`config.mk`:
```
export PLATFORM = sky130hd
export DESIGN_NAME = spi_byte_slave
export DESIGN_NICKNAME = d
export VERILOG_FILES = /design/src/rtl/spi_byte_slave.sv
export SDC_FILE = /design/constraint.sdc
export NUM_CORES = 1
export LEC_CHECK = 0
export ABC_CLOCK_PERIOD_IN_PS = 2060
export BUFFER_PORTS_ARGS = -buffer_cell sky130_fd_sc_hd__buf_2
export CAP_MARGIN = 5
export CELL_PAD_IN_SITES_DETAIL_PLACEMENT = 0
export CELL_PAD_IN_SITES_GLOBAL_PLACEMENT = 1
export CORE_MARGIN = 2
export CORE_UTILIZATION = 37
export DETAILED_ROUTE_END_ITERATION = 6
export PLACE_DENSITY = 0.78
export SLEW_MARGIN = 20
export SYNTH_ARGS = -nofsm -noshare
export SYNTH_HDL_FRONTEND = slang
export SYNTH_SLANG_ARGS = --single-unit
export TNS_END_PERCENT = 1
```
`constraint.sdc`:
```
create_clock -name clk -period 2.06 [get_ports clk]
set_input_delay 0.618 -clock clk [delete_from_list [all_inputs] [get_ports clk]]
set_output_delay 0.618 -clock clk [all_outputs]
set_load 0.05 [all_outputs]
```
`src/rtl/spi_byte_slave.sv`:
```
// SPI mode-0 slave front end, oversampled by clk: byte deserialiser on MOSI, reply serialiser on MISO.
// Optional feature macro SPI_FRAME_ERR_EN adds the frame_err pulse for truncated frames.
module spi_byte_slave #(
  parameter int SYNC_STAGES = 2,
  parameter bit MSB_FIRST   = 1'b1
) (
  input  logic       clk,
  input  logic       rst,
  input  logic       spi_sclk,
  input  logic       spi_cs_n,
  input  logic       spi_mosi,
  output logic       spi_miso,
  output logic [7:0] rx_byte,
  output logic       cycle_done,
  input  logic [7:0] tx_byte,
  output logic       busy
`ifdef SPI_FRAME_ERR_EN
  ,
  output logic       frame_err
`endif
);

  typedef enum logic {IDLE, ACTIVE} state_t;

  logic [SYNC_STAGES-1:0] sclk_sync, cs_sync, mosi_sync;
  logic                   sclk_d;
  logic                   sclk_s, cs_n_s, mosi_s;
  logic                   sclk_rise, sclk_fall;
  state_t                 state, next_state;
  logic                   in_frame;
  logic [2:0]             bit_cnt;
  logic [7:0]             rx_shift, tx_shift, rx_next;

  function automatic logic first_bit(input logic [7:0] b);
    return MSB_FIRST ? b[7] : b[0];
  endfunction

  function automatic logic tx_bit(input logic [7:0] s, input logic [2:0] n);
    return MSB_FIRST ? s[3'd7 - n] : s[n];
  endfunction

  function automatic logic [7:0] shift_in(input logic [7:0] s, input logic b);
    return MSB_FIRST ? {s[6:0], b} : {b, s[7:1]};
  endfunction

  // Input synchronisers; idle levels on reset so no spurious edge follows release.
  always_ff @(posedge clk or posedge rst) begin
    if (rst) begin
      sclk_sync <= '0;
      cs_sync   <= '1;
      mosi_sync <= '0;
      sclk_d    <= 1'b0;
    end else begin
      sclk_sync <= {sclk_sync[SYNC_STAGES-2:0], spi_sclk};
      cs_sync   <= {cs_sync[SYNC_STAGES-2:0], spi_cs_n};
      mosi_sync <= {mosi_sync[SYNC_STAGES-2:0], spi_mosi};
      sclk_d    <= sclk_sync[SYNC_STAGES-1];
    end
  end

  assign sclk_s    = sclk_sync[SYNC_STAGES-1];
  assign cs_n_s    = cs_sync[SYNC_STAGES-1];
  assign mosi_s    = mosi_sync[SYNC_STAGES-1];
  assign sclk_rise = sclk_s & ~sclk_d;
  assign sclk_fall = ~sclk_s & sclk_d;
  assign rx_next   = shift_in(rx_shift, mosi_s);

  always_ff @(posedge clk or posedge rst) begin
    if (rst) state <= IDLE;
    else     state <= next_state;
  end

  // Edges count only while the frame is open and CS is still low, so a CS
  // release landing on the same clk as an SCLK edge always wins.
  always_comb begin
    next_state = state;
    in_frame   = 1'b0;
    busy       = 1'b0;
    case (state)
      IDLE: begin
        if (!cs_n_s) next_state = ACTIVE;
      end
      ACTIVE: begin
        busy     = 1'b1;
        in_frame = !cs_n_s;
        if (cs_n_s) next_state = IDLE;
      end
      default: next_state = IDLE;
    endcase
  end

  always_ff @(posedge clk or posedge rst) begin
    if (rst) begin
      bit_cnt    <= 3'd0;
      rx_shift   <= 8'h00;
      tx_shift   <= 8'h00;
      rx_byte    <= 8'h00;
      cycle_done <= 1'b0;
      spi_miso   <= 1'b0;
    end else begin
      cycle_done <= 1'b0;
      if (!in_frame) begin
        bit_cnt  <= 3'd0;
        rx_shift <= 8'h00;
        spi_miso <= first_bit(tx_byte);
      end else if (sclk_rise) begin
        rx_shift <= rx_next;
        bit_cnt  <= bit_cnt + 3'd1;
        if (bit_cnt == 3'd0) tx_shift <= tx_byte;
        if (bit_cnt == 3'd7) begin
          rx_byte    <= rx_next;
          cycle_done <= 1'b1;
        end
      end else if (sclk_fall) begin
        spi_miso <= (bit_cnt != 3'd0) ? tx_bit(tx_shift, bit_cnt) : first_bit(tx_byte);
      end else if (bit_cnt == 3'd0) begin
        // Between bytes the first reply bit follows tx_byte so late updates still land.
        spi_miso <= first_bit(tx_byte);
      end
    end
  end

`ifdef SPI_FRAME_ERR_EN
  always_ff @(posedge clk or posedge rst) begin
    if (rst) frame_err <= 1'b0;
    else     frame_err <= (state == ACTIVE) && cs_n_s && (bit_cnt != 3'd0);
  end
`endif

endmodule

```
==> qor.txt, run 1 <==
min Tclk post-route -> 1.890 ns
Core Util, Final -> 46.51%
# IOs -> 24
RSZ-0062 raised after global routing -> false
most frequent cells in the layout -> dfrtp_1, buf_2, nand2_1
Root Buffer -> clkbuf_8
CP cell instances -> inv_1 -> ha_1 -> nor2b_2 -> or3b_1 -> a311o_1 -> o32ai_1
Final #Nets -> 160
Synth Instances -> 114
placed instance area -> 0.001618 mm²
Post-DP HPWL -> 1668 µm
vias per cell -> 4.777
Total Wirelength -> 2384 µm
Final ANT Viol Nets -> 0
Port Buffers -> 23
gr ovfl total -> 0
largest family of logic cells by synthesized area -> multiplexers
Area Overhead vs Synth -> 20.05%
Die W -> 66.15 µm
CP max FO -> 6
global-route wire length before repair -> 4271 µm
Max VDD drop -> 0.4613 mV
maximum buffer depth of the clock tree -> 2
detailed-route via count -> 922
Post-CTS Setup Inserts -> 0
Initial Util -> 38.74%
setup TNS -> 0 ns
Mapped Area -> 0.001429 mm²
Startpoint Class -> flip-flop
Avg WL per Cell -> 12.35 µm
Worst path max stage delay -> 0.43 ns
Fin. Hold Viols -> 0
Hold Worst Slack -> 0.3553 ns
DRC violations left -> 0
CTS Hold Buffers Added -> 0
Ys Warns -> 0
final setup violation count -> 0
worst-margin pin slew -> 0.6678 ns
Synth Register Bits -> 36
worst skew pair latency -> 0.28 ns
Synth Area in Compound Gates -> 6.655%
initial antenna violation count -> 0
Seq/Total Area, Yosys -> 63.22%
CP Capture Type -> flip-flop
Max Slew Vio Count -> 0
row count -> 22
diodes inserted -> 0
Slew HR -> 55.39%
xor/xnor share of the synthesized area -> 0%
fmax -> 529.2 MHz
Max Cap Viol -> 0
TritonCTS clock tree -> built
Num CTS Buffers -> 5
clock sink total -> 36
Unique masters post-synth -> 23
most common cell after layout, fill and taps aside -> dfrtp_1
Finished Cell Area -> 0.001715 mm²
total power -> 1.415 mW
Placer Congestion -> 0.8555
final non-filler cell total -> 193
pwr dens -> 824.7 mW/mm²
Setup WS pre-CTS -> 0.1884 ns
CTS resizes -> 0
DRT Pass-1 Iters -> 4
CP max-delay cell -> dfrtp_1
Synth Area in Simple Gates -> 10.16%
period utilization -> 91.74%
Post-Syn Nets -> 130
DR iter-0 viols -> 39
Max H-tree Level -> 2
clk_skew -> 0.008351 ns
LEAKAGE -> 0.8083 nW
Placed Cells -> 185
Synth Area in Adders -> 2.627%
CP required -> 2.24 ns
die height -> 66.15 µm
gr usage total -> 13.43%
mux contribution to synthesized area -> 14.89%
worst setup margin -> 0.1703 ns
area of the core -> 0.003689 mm²
Clk pin slew, worst setup/hold paths -> 0.07 ns
status -> complete, no violations
layout cells sized above 1 -> 37.93%
critical path arrival -> 2.07 ns
HP Class -> reg -> reg
Crit Path Class -> reg -> reg
pin count of the biggest net entering global routing -> 37
vias in the first global route -> 966
Die Area -> 0.004375 mm²
syn_area_per_cell -> 12.53 µm²
## synthesized netlist by cell type
master	n	area [µm²]
a2111oi_0	1	8.760
a21o_1	1	7.510
a21oi_1	12	60.06
a311o_1	1	10.01
and2_1	2	12.51
and3_1	1	6.260
buf_1	1	3.750
buf_2	1	5.000
clkbuf_1	2	7.510
dfrtp_1	34	850.8
dfstp_2	2	52.55
ha_1	3	37.54
inv_1	5	18.77
mux2_2	16	180.2
mux2i_1	1	10.01
mux4_2	1	22.52
nand2_1	21	78.83
nand2b_1	2	12.51
nor2_1	3	11.26
nor2b_1	1	6.260
nor2b_2	1	8.760
o32ai_1	1	8.760
or3b_1	1	8.760
## final timing paths
check,start,end,slack (ns),cells past startpoint
max in group asynchronous,rst,cs_sync[0],1.31,3
min in group asynchronous,rst,bit_cnt[0],0.42,3
setup / recovery,bit_cnt[1],spi_miso,0.17,6
hold reg to reg,mosi_sync[0],mosi_sync[1],0.36,0
setup reg to reg,bit_cnt[1],spi_miso,0.17,6
hold / removal,mosi_sync[0],mosi_sync[1],0.36,0
## critical path, delay by kind of cell, from the launching register on
kind / cells / cell delay, ns
fa+ha+maj: 1 / 0.18
flops: 1 / 0.43
compound gates: 2 / 0.57
simple gates: 2 / 0.54
buf+inv: 1 / 0.06
## report_power, final
part           switching [mW]  internal (mW)
logic                  0.0578         0.0594
registers              0.0240          0.756
clock network           0.246          0.270
## routing by layer
layer  track usage [%]  part of all wire [%]  vias to the layer above
met5                 0                     0                        -
met4             8.163                   2.3                        0
met3             3.748                   4.6                        7
met2             21.50                    49                       21
met1             15.94                    44                      451
li1                  -                     -                      443
## cell type report
cell class / instances / area, µm²
Clock buffer: 6 / 82.58
Clock inverter: 2 / 15.01
Fill cell: 361 / 1973
Inverter: 5 / 18.77
Multi-Input combinational cell: 69 / 490.5
Sequential cell: 36 / 903.4
Tap cell: 48 / 60.06
Timing Repair Buffer: 27 / 145.1
## sequential cells by signal (all words and copies together), names as in the netlist
signal and flops:
bit_cnt 3, cs_sync 2, cycle_done 1, mosi_sync 2, rx_byte 8, rx_shift 7
sclk_d 1, sclk_sync 2, spi_miso 1, state 1, tx_shift 8
## kinds of logic after synthesis
family          count (synthesis)
compound gates                 16
flops                          36
buf+inv                         9
fa+ha+maj                       3
simple gates                   32
mux                            18
No activity file was read; power rests on OpenSTA's default activity.
==> inputs of run 2 (changes only) <==
- CORE_ASPECT_RATIO: not set -> 1.4
==> run 2 against run 1 <==
  * Clock skew is 0.0056 ns lower
  * Routed wire length is 2.9% higher
  * Non-clock buffer count is 1 higher
  * Global-route usage is 0.42 points lower
  * Combinational power hardly changed
  * First-iteration DRC count is 41% lower
  * Final cell count is 2.6% lower
  * Clock power is 9.3% lower
  * Critical path type unchanged
  * Critical endpoint unchanged
  * Highest routed layer unchanged
==> qor.txt, run 2 (synthesis results as in run 1) <==
status -> complete, no violations
Placed Cells -> 180 (-2.7%)
detailed-route via count -> 945 (+2.5%)
maximum buffer depth of the clock tree -> 2 (unchanged)
critical path arrival -> 2.09 ns (+0.02 ns)
DR iter-0 viols -> 23 (-41%)
fmax -> 522.2 MHz (-1.3%)
setup slack, reg-to-reg -> 0.15 ns (-0.03 ns)
Max Cap Viol -> 0 (unchanged)
DRT Pass-1 Iters -> 5 (+1)
worst skew pair latency -> 0.28 ns (about the same)
layout cells sized above 1 -> 36.99% (-0.94 points)
most utilized layer in the global route result -> met2
switching portion of total power -> 23.05% (-0.16 points)
most frequent cells in the layout -> dfrtp_1, buf_2, nand2_1
Worst R2R End -> spi_miso
cell depth of the worst flop-to-flop path -> 6 (unchanged)
CP cell instances -> inv_1 -> ha_1 -> nor2b_2 -> or3b_1 -> a311o_1 -> o32ai_1
Final ANT Viol Nets -> 0 (unchanged)
Worst path max stage delay -> 0.43 ns (about the same)
pwr dens -> 806.5 mW/mm² (-2.2%)
Die Area -> 0.004382 mm² (+0.16%)
critical path capture point -> spi_miso
diodes inserted -> 0 (unchanged)
# IOs -> 24 (unchanged)
Post-CTS Setup Inserts -> 0 (unchanged)
global-route wire length before repair -> 4381 µm (+2.6%)
Post-DP HPWL -> 1737 µm (+4.1%)
LEAKAGE -> 0.8123 nW (+0.49%)
NetSw -> 315.8 µW (-3.8%)
M3 GR Usage -> 4.000% (+0.25 points)
period utilization -> 92.95% (+1.2 points)
Slew HR -> 71.07% (+16 points)
crit path buf inv count -> 1 (unchanged)
TritonCTS clock tree -> built
CP required -> 2.24 ns (about the same)
min Tclk post-route -> 1.915 ns (+0.02509 ns)
Total Wirelength -> 2452 µm (+2.9%)
biggest regs -> rx_byte: 8 flops, tx_shift: 8 flops, rx_shift: 7 flops
vias per cell -> 5.027 (+5.2%)
CP Capture Type -> flip-flop
Fin. Hold Viols -> 0 (unchanged)
clk_skew -> 0.002799 ns (-0.005552 ns)
area of the core -> 0.003676 mm² (-0.34%)
CP max-delay cell -> dfrtp_1
pin count of the biggest net entering global routing -> 37 (unchanged)
Port Buffers -> 23 (unchanged)
met2 Use GR -> 23.26% (+1.8 points)
CTS Hold Buffers Added -> 0 (unchanged)
DRC violations left -> 0 (unchanged)
Finished Cell Area -> 0.001699 mm² (-0.95%)
Seq pwr share -> 57.0% (+1.8 points)
CP delay by family, top -> compound AO/OA/AOI/OAI gates
Final #Nets -> 161 (+0.63%)
Avg WL per Cell -> 13.04 µm (+5.6%)
gr usage total -> 13.01% (-0.42 points)
met1 Use GR -> 13.39% (-2.6 points)
setup TNS -> 0 ns (unchanged)
Clk pin slew, worst setup/hold paths -> 0.07 ns (about the same)
Max H-tree Level -> 2 (unchanged)
row count -> 26 (+18%)
cell internal pwr -> 1.055 mW (-2.9%)
worst r2r src -> bit_cnt[1]
Initial Util -> 38.87% (+0.13 points)
Num CTS Buffers -> 5 (unchanged)
Comb power frac -> 8.8% (+0.5 points)
Crit Path Class -> reg -> reg
RSZ-0062 raised after global routing -> false
Die W -> 56.52 µm (-15%)
Placer Congestion -> 0.7290 (-15%)
CP max FO -> 6 (unchanged)
placed instance area -> 0.001618 mm² (unchanged)
HP Class -> reg -> reg
gr ovfl total -> 0 (unchanged)
final setup violation count -> 0 (unchanged)
Max VDD drop -> 0.5565 mV (+21%)
final non-filler cell total -> 188 (-2.6%)
CP startpoint -> bit_cnt[1]
clock power share -> 34.2% (-2.3 points)
Hold Worst Slack -> 0.3494 ns (-0.005914 ns)
Startpoint Class -> flip-flop
Area Overhead vs Synth -> 18.91%
initial antenna violation count -> 0 (unchanged)
clock sink total -> 36 (unchanged)
Worst path depth -> 6 (unchanged)
die height -> 77.53 µm (+17%)
worst-margin pin slew -> 0.4340 ns (-0.2338 ns)
most common cell after layout, fill and taps aside -> dfrtp_1
Root Buffer -> clkbuf_8
vias in the first global route -> 996 (+3.1%)
Max Slew Vio Count -> 0 (unchanged)
CTS resizes -> 0 (unchanged)
## run 2: cell types whose count changed in the layout (fill, tap and decap cells not counted), sizes merged
| cell | previous run | this run |
|---|---|---|
| buf | 27 | 28 |
| clkbuf | 6 | 7 |
| clkinv | 0 | 1 |
| clkinvlp | 2 | 0 |
## run 2: worst reg2reg max path, delay by kind of cell (launching register included)
family                     cells  cell delay, ns
AOI/OAI and AO/OA              2            0.59
buffers and inverters          1            0.07
adders and majority gates      1            0.17
DFF                            1            0.43
and+or+nand+nor                2            0.56
## run 2: cell type report
cell class | count | area (µm²)
clock buffer | 7 | 76.32
clock inverter | 1 | 5.005
fill | 361 | 1977
inverter | 5 | 18.77
multi-input combinational | 69 | 490.5
sequential | 36 | 903.4
tap | 42 | 52.55
timing repair buffer | 28 | 152.6
## run 2: power by group through the flow
stage | logic [mW] | registers [mW] | clock network [mW]
final | 0.120 | 0.781 | 0.469
after global routing | 0.135 | 0.788 | 0.511
after CTS | 0.124 | 0.781 | 0.482
after detailed placement | 0.123 | 0.795 | 0
after global placement | 0.119 | 0.792 | 0
after floorplan | 0.0776 | 0.795 | 0
## run 2: through the flow
step | setup slack, ns | util (%) | total power, mW
after floorplan | 0.2519 | - | 0.8722
after global placement | 0.2948 | 44.01 | 0.9103
after detailed placement | 0.1588 | 44.01 | 0.9182
after CTS | 0.1333 | 46.22 | 1.387
after global routing | 0.07491 | 46.22 | 1.433
final | 0.1452 | 46.22 | 1.370
## run 2: per-layer routing
layer | up-vias | routed length [µm] | part of all wire [%]
met5 | - | 0 | 0
met4 | 0 | 55 | 2.2
met3 | 6 | 122 | 5.0
met2 | 25 | 1307 | 53
met1 | 466 | 967 | 39
li1 | 448 | - | -
## run 2: how the worst min path moves through the flow
stage | end | cells after the start | startpoint | slack, ns
after floorplan | mosi_sync[1] | 0 | mosi_sync[0] | 0.33
after global routing | cs_sync[1] | 0 | cs_sync[0] | 0.36
after CTS | sclk_sync[1] | 0 | sclk_sync[0] | 0.35
final | sclk_sync[1] | 0 | sclk_sync[0] | 0.35
after detailed placement | sclk_sync[1] | 0 | sclk_sync[0] | 0.33
after global placement | mosi_sync[1] | 0 | mosi_sync[0] | 0.33
==> inputs of run 3 (changes only) <==
- CELL_PAD_IN_SITES_DETAIL_PLACEMENT: 0 -> not set
- CELL_PAD_IN_SITES_GLOBAL_PLACEMENT: 1 -> not set
- CORE_MARGIN: 2 -> not set
- PLACE_DENSITY: 0.78 -> 0.67
==> run 3 against run 2 <==
  * Setup slack improved by 0.062 ns
  * Critical path type unchanged
  * Sequential share of layout area decreased by 1.4 points
  * Final area increased by 2.7%
  * Global-route usage increased by 0.93 points
  * First-iteration DRC count increased by 13%
  * Via count increased by 0.21%
  * Core utilization increased by 1.2 points
  * Sequential power about the same
  * Hold slack got worse by 0.0024 ns
  * Largest power group unchanged
  * Final cell count unchanged
==> qor.txt, run 3 (synthesis results as in run 1) <==
Worst path max stage delay -> 0.43 ns (about the same)
global-route wire length before repair -> 3960 µm (-9.6%)
row count -> 26 (unchanged)
Worst path depth -> 6 (unchanged)
# IOs -> 24 (unchanged)
LEAKAGE -> 0.8342 nW (+2.7%)
CP cell instances -> inv_1 -> ha_1 -> nor2b_2 -> or3b_1 -> a311o_1 -> o32ai_1
crit path buf inv count -> 1 (unchanged)
maximum buffer depth of the clock tree -> 2 (unchanged)
Worst R2R End -> spi_miso
final setup violation count -> 0 (unchanged)
Die W -> 54.52 µm (-3.5%)
Max VDD drop -> 0.6496 mV (+17%)
CTS Hold Buffers Added -> 0 (unchanged)
setup TNS -> 0 ns (unchanged)
worst skew pair latency -> 0.29 ns (about the same)
Total Wirelength -> 2432 µm (-0.82%)
Final ANT Viol Nets -> 0 (unchanged)
Crit Path Class -> reg -> reg
biggest regs -> rx_byte: 8 flops, tx_shift: 8 flops, rx_shift: 7 flops
Die Area -> 0.004118 mm² (-6.0%)
Post-DP HPWL -> 1763 µm (+1.5%)
Placer Congestion -> 0.7347 (+0.78%)
cell depth of the worst flop-to-flop path -> 6 (unchanged)
CP Capture Type -> flip-flop
CP startpoint -> bit_cnt[1]
Hold Worst Slack -> 0.3470 ns (-0.002374 ns)
Port Buffers -> 23 (unchanged)
gr ovfl total -> 0 (unchanged)
clk_skew -> 0.008077 ns (+0.005278 ns)
vias per cell -> 5.037 (+0.21%)
DRT Pass-1 Iters -> 4 (-1)
TritonCTS clock tree -> built
status -> complete, no violations
CP delay by family, top -> simple AND/OR/NAND/NOR gates
Slew HR -> 53.53% (-18 points)
detailed-route via count -> 947 (+0.21%)
critical path capture point -> spi_miso
worst-margin pin slew -> 0.6956 ns (+0.2617 ns)
pwr dens -> 895.7 mW/mm² (+11%)
RSZ-0062 raised after global routing -> false
most frequent cells in the layout -> dfrtp_1, buf_2, nand2_1
Max Cap Viol -> 0 (unchanged)
pin count of the biggest net entering global routing -> 22 (-41%)
vias in the first global route -> 869 (-13%)
Area Overhead vs Synth -> 22.07%
CP max-delay cell -> dfrtp_1
diodes inserted -> 0 (unchanged)
Initial Util -> 38.87% (unchanged)
fmax -> 539.8 MHz (+3.4%)
DRC violations left -> 0 (unchanged)
Avg WL per Cell -> 12.94 µm (-0.82%)
worst r2r src -> bit_cnt[1]
clock sink total -> 36 (unchanged)
layout cells sized above 1 -> 38.36% (+1.4 points)
Root Buffer -> clkbuf_8
Startpoint Class -> flip-flop
initial antenna violation count -> 0 (unchanged)
CP required -> 2.24 ns (about the same)
Clk pin slew, worst setup/hold paths -> 0.07 ns (about the same)
CTS resizes -> 0 (unchanged)
setup slack, reg-to-reg -> 0.21 ns (+0.06 ns)
total power -> 1.562 mW (+14%)
Final #Nets -> 161 (unchanged)
CP max FO -> 6 (unchanged)
gr usage total -> 13.93% (+0.93 points)
area of the core -> 0.003676 mm² (unchanged)
critical path arrival -> 2.03 ns (-0.06 ns)
Filler cells -> 345 (-4.4%)
min Tclk post-route -> 1.853 ns (-0.06232 ns)
Num CTS Buffers -> 5 (unchanged)
die height -> 75.53 µm (-2.6%)
Fin. Hold Viols -> 0 (unchanged)
DR iter-0 viols -> 26 (+13%)
HP Class -> in -> async
period utilization -> 89.93% (-3.0 points)
Post-CTS Setup Inserts -> 0 (unchanged)
Max Slew Vio Count -> 0 (unchanged)
Max H-tree Level -> 2 (unchanged)
most common cell after layout, fill and taps aside -> dfrtp_1
==> run 3: final cells by class <==
class	count	area [µm²]	share of cell area (%)
well taps	42	52.55	3.013
repair buffers	28	152.6	8.752
flip-flops and latches	36	903.4	51.79
inverters	5	18.77	1.076
multi-input cells	69	490.5	28.12
clock inverters	1	30.03	1.722
clock buffers	7	96.34	5.524
==> run 3: power by group <==
group          internal (mW)  total (mW)  switching [mW]
Combinational         0.0606       0.120          0.0597
Clock                  0.427       0.661           0.235
Sequential             0.757       0.780          0.0237
==> run 3: per-stage QoR <==
stage,utilization [%],instance area (µm²),worst slack [ns],std cells
5_1_grt,47.45,1744,0.1168,188
3_3_place_gp,44.01,1618,0.3019,180
2_1_floorplan,-,1429,0.2519,114
3_5_place_dp,44.01,1618,0.2175,180
6_report,47.45,1744,0.2075,188
4_1_cts,47.45,1744,0.1821,188
==> run 3: worst min-delay path by stage <==
stage | end | cells after the start
3_3_place_gp | mosi_sync[1] | 0
4_1_cts | cs_sync[0] | 2
6_report | cs_sync[0] | 2
3_5_place_dp | mosi_sync[1] | 0
2_1_floorplan | mosi_sync[1] | 0
5_1_grt | cs_sync[0] | 2
==> run 3: metal layers <==
metal  vias to the layer above  GRT usage [%]  part of all wire, %
met4                         0          7.977                  3.1
met2                        31          21.68                   50
met5                         -              0                    0
li1                        446              -                    -
met1                       462          16.86                   42
met3                         8          4.192                  4.9
==> run 3: worst register-to-register path, cell delays in order (launching register included) <==
cell and delay (ns):
dfrtp_1 0.43, inv_1 0.06, ha_1 0.17, nor2b_2 0.16, or3b_1 0.38, a311o_1 0.32, o32ai_1 0.22
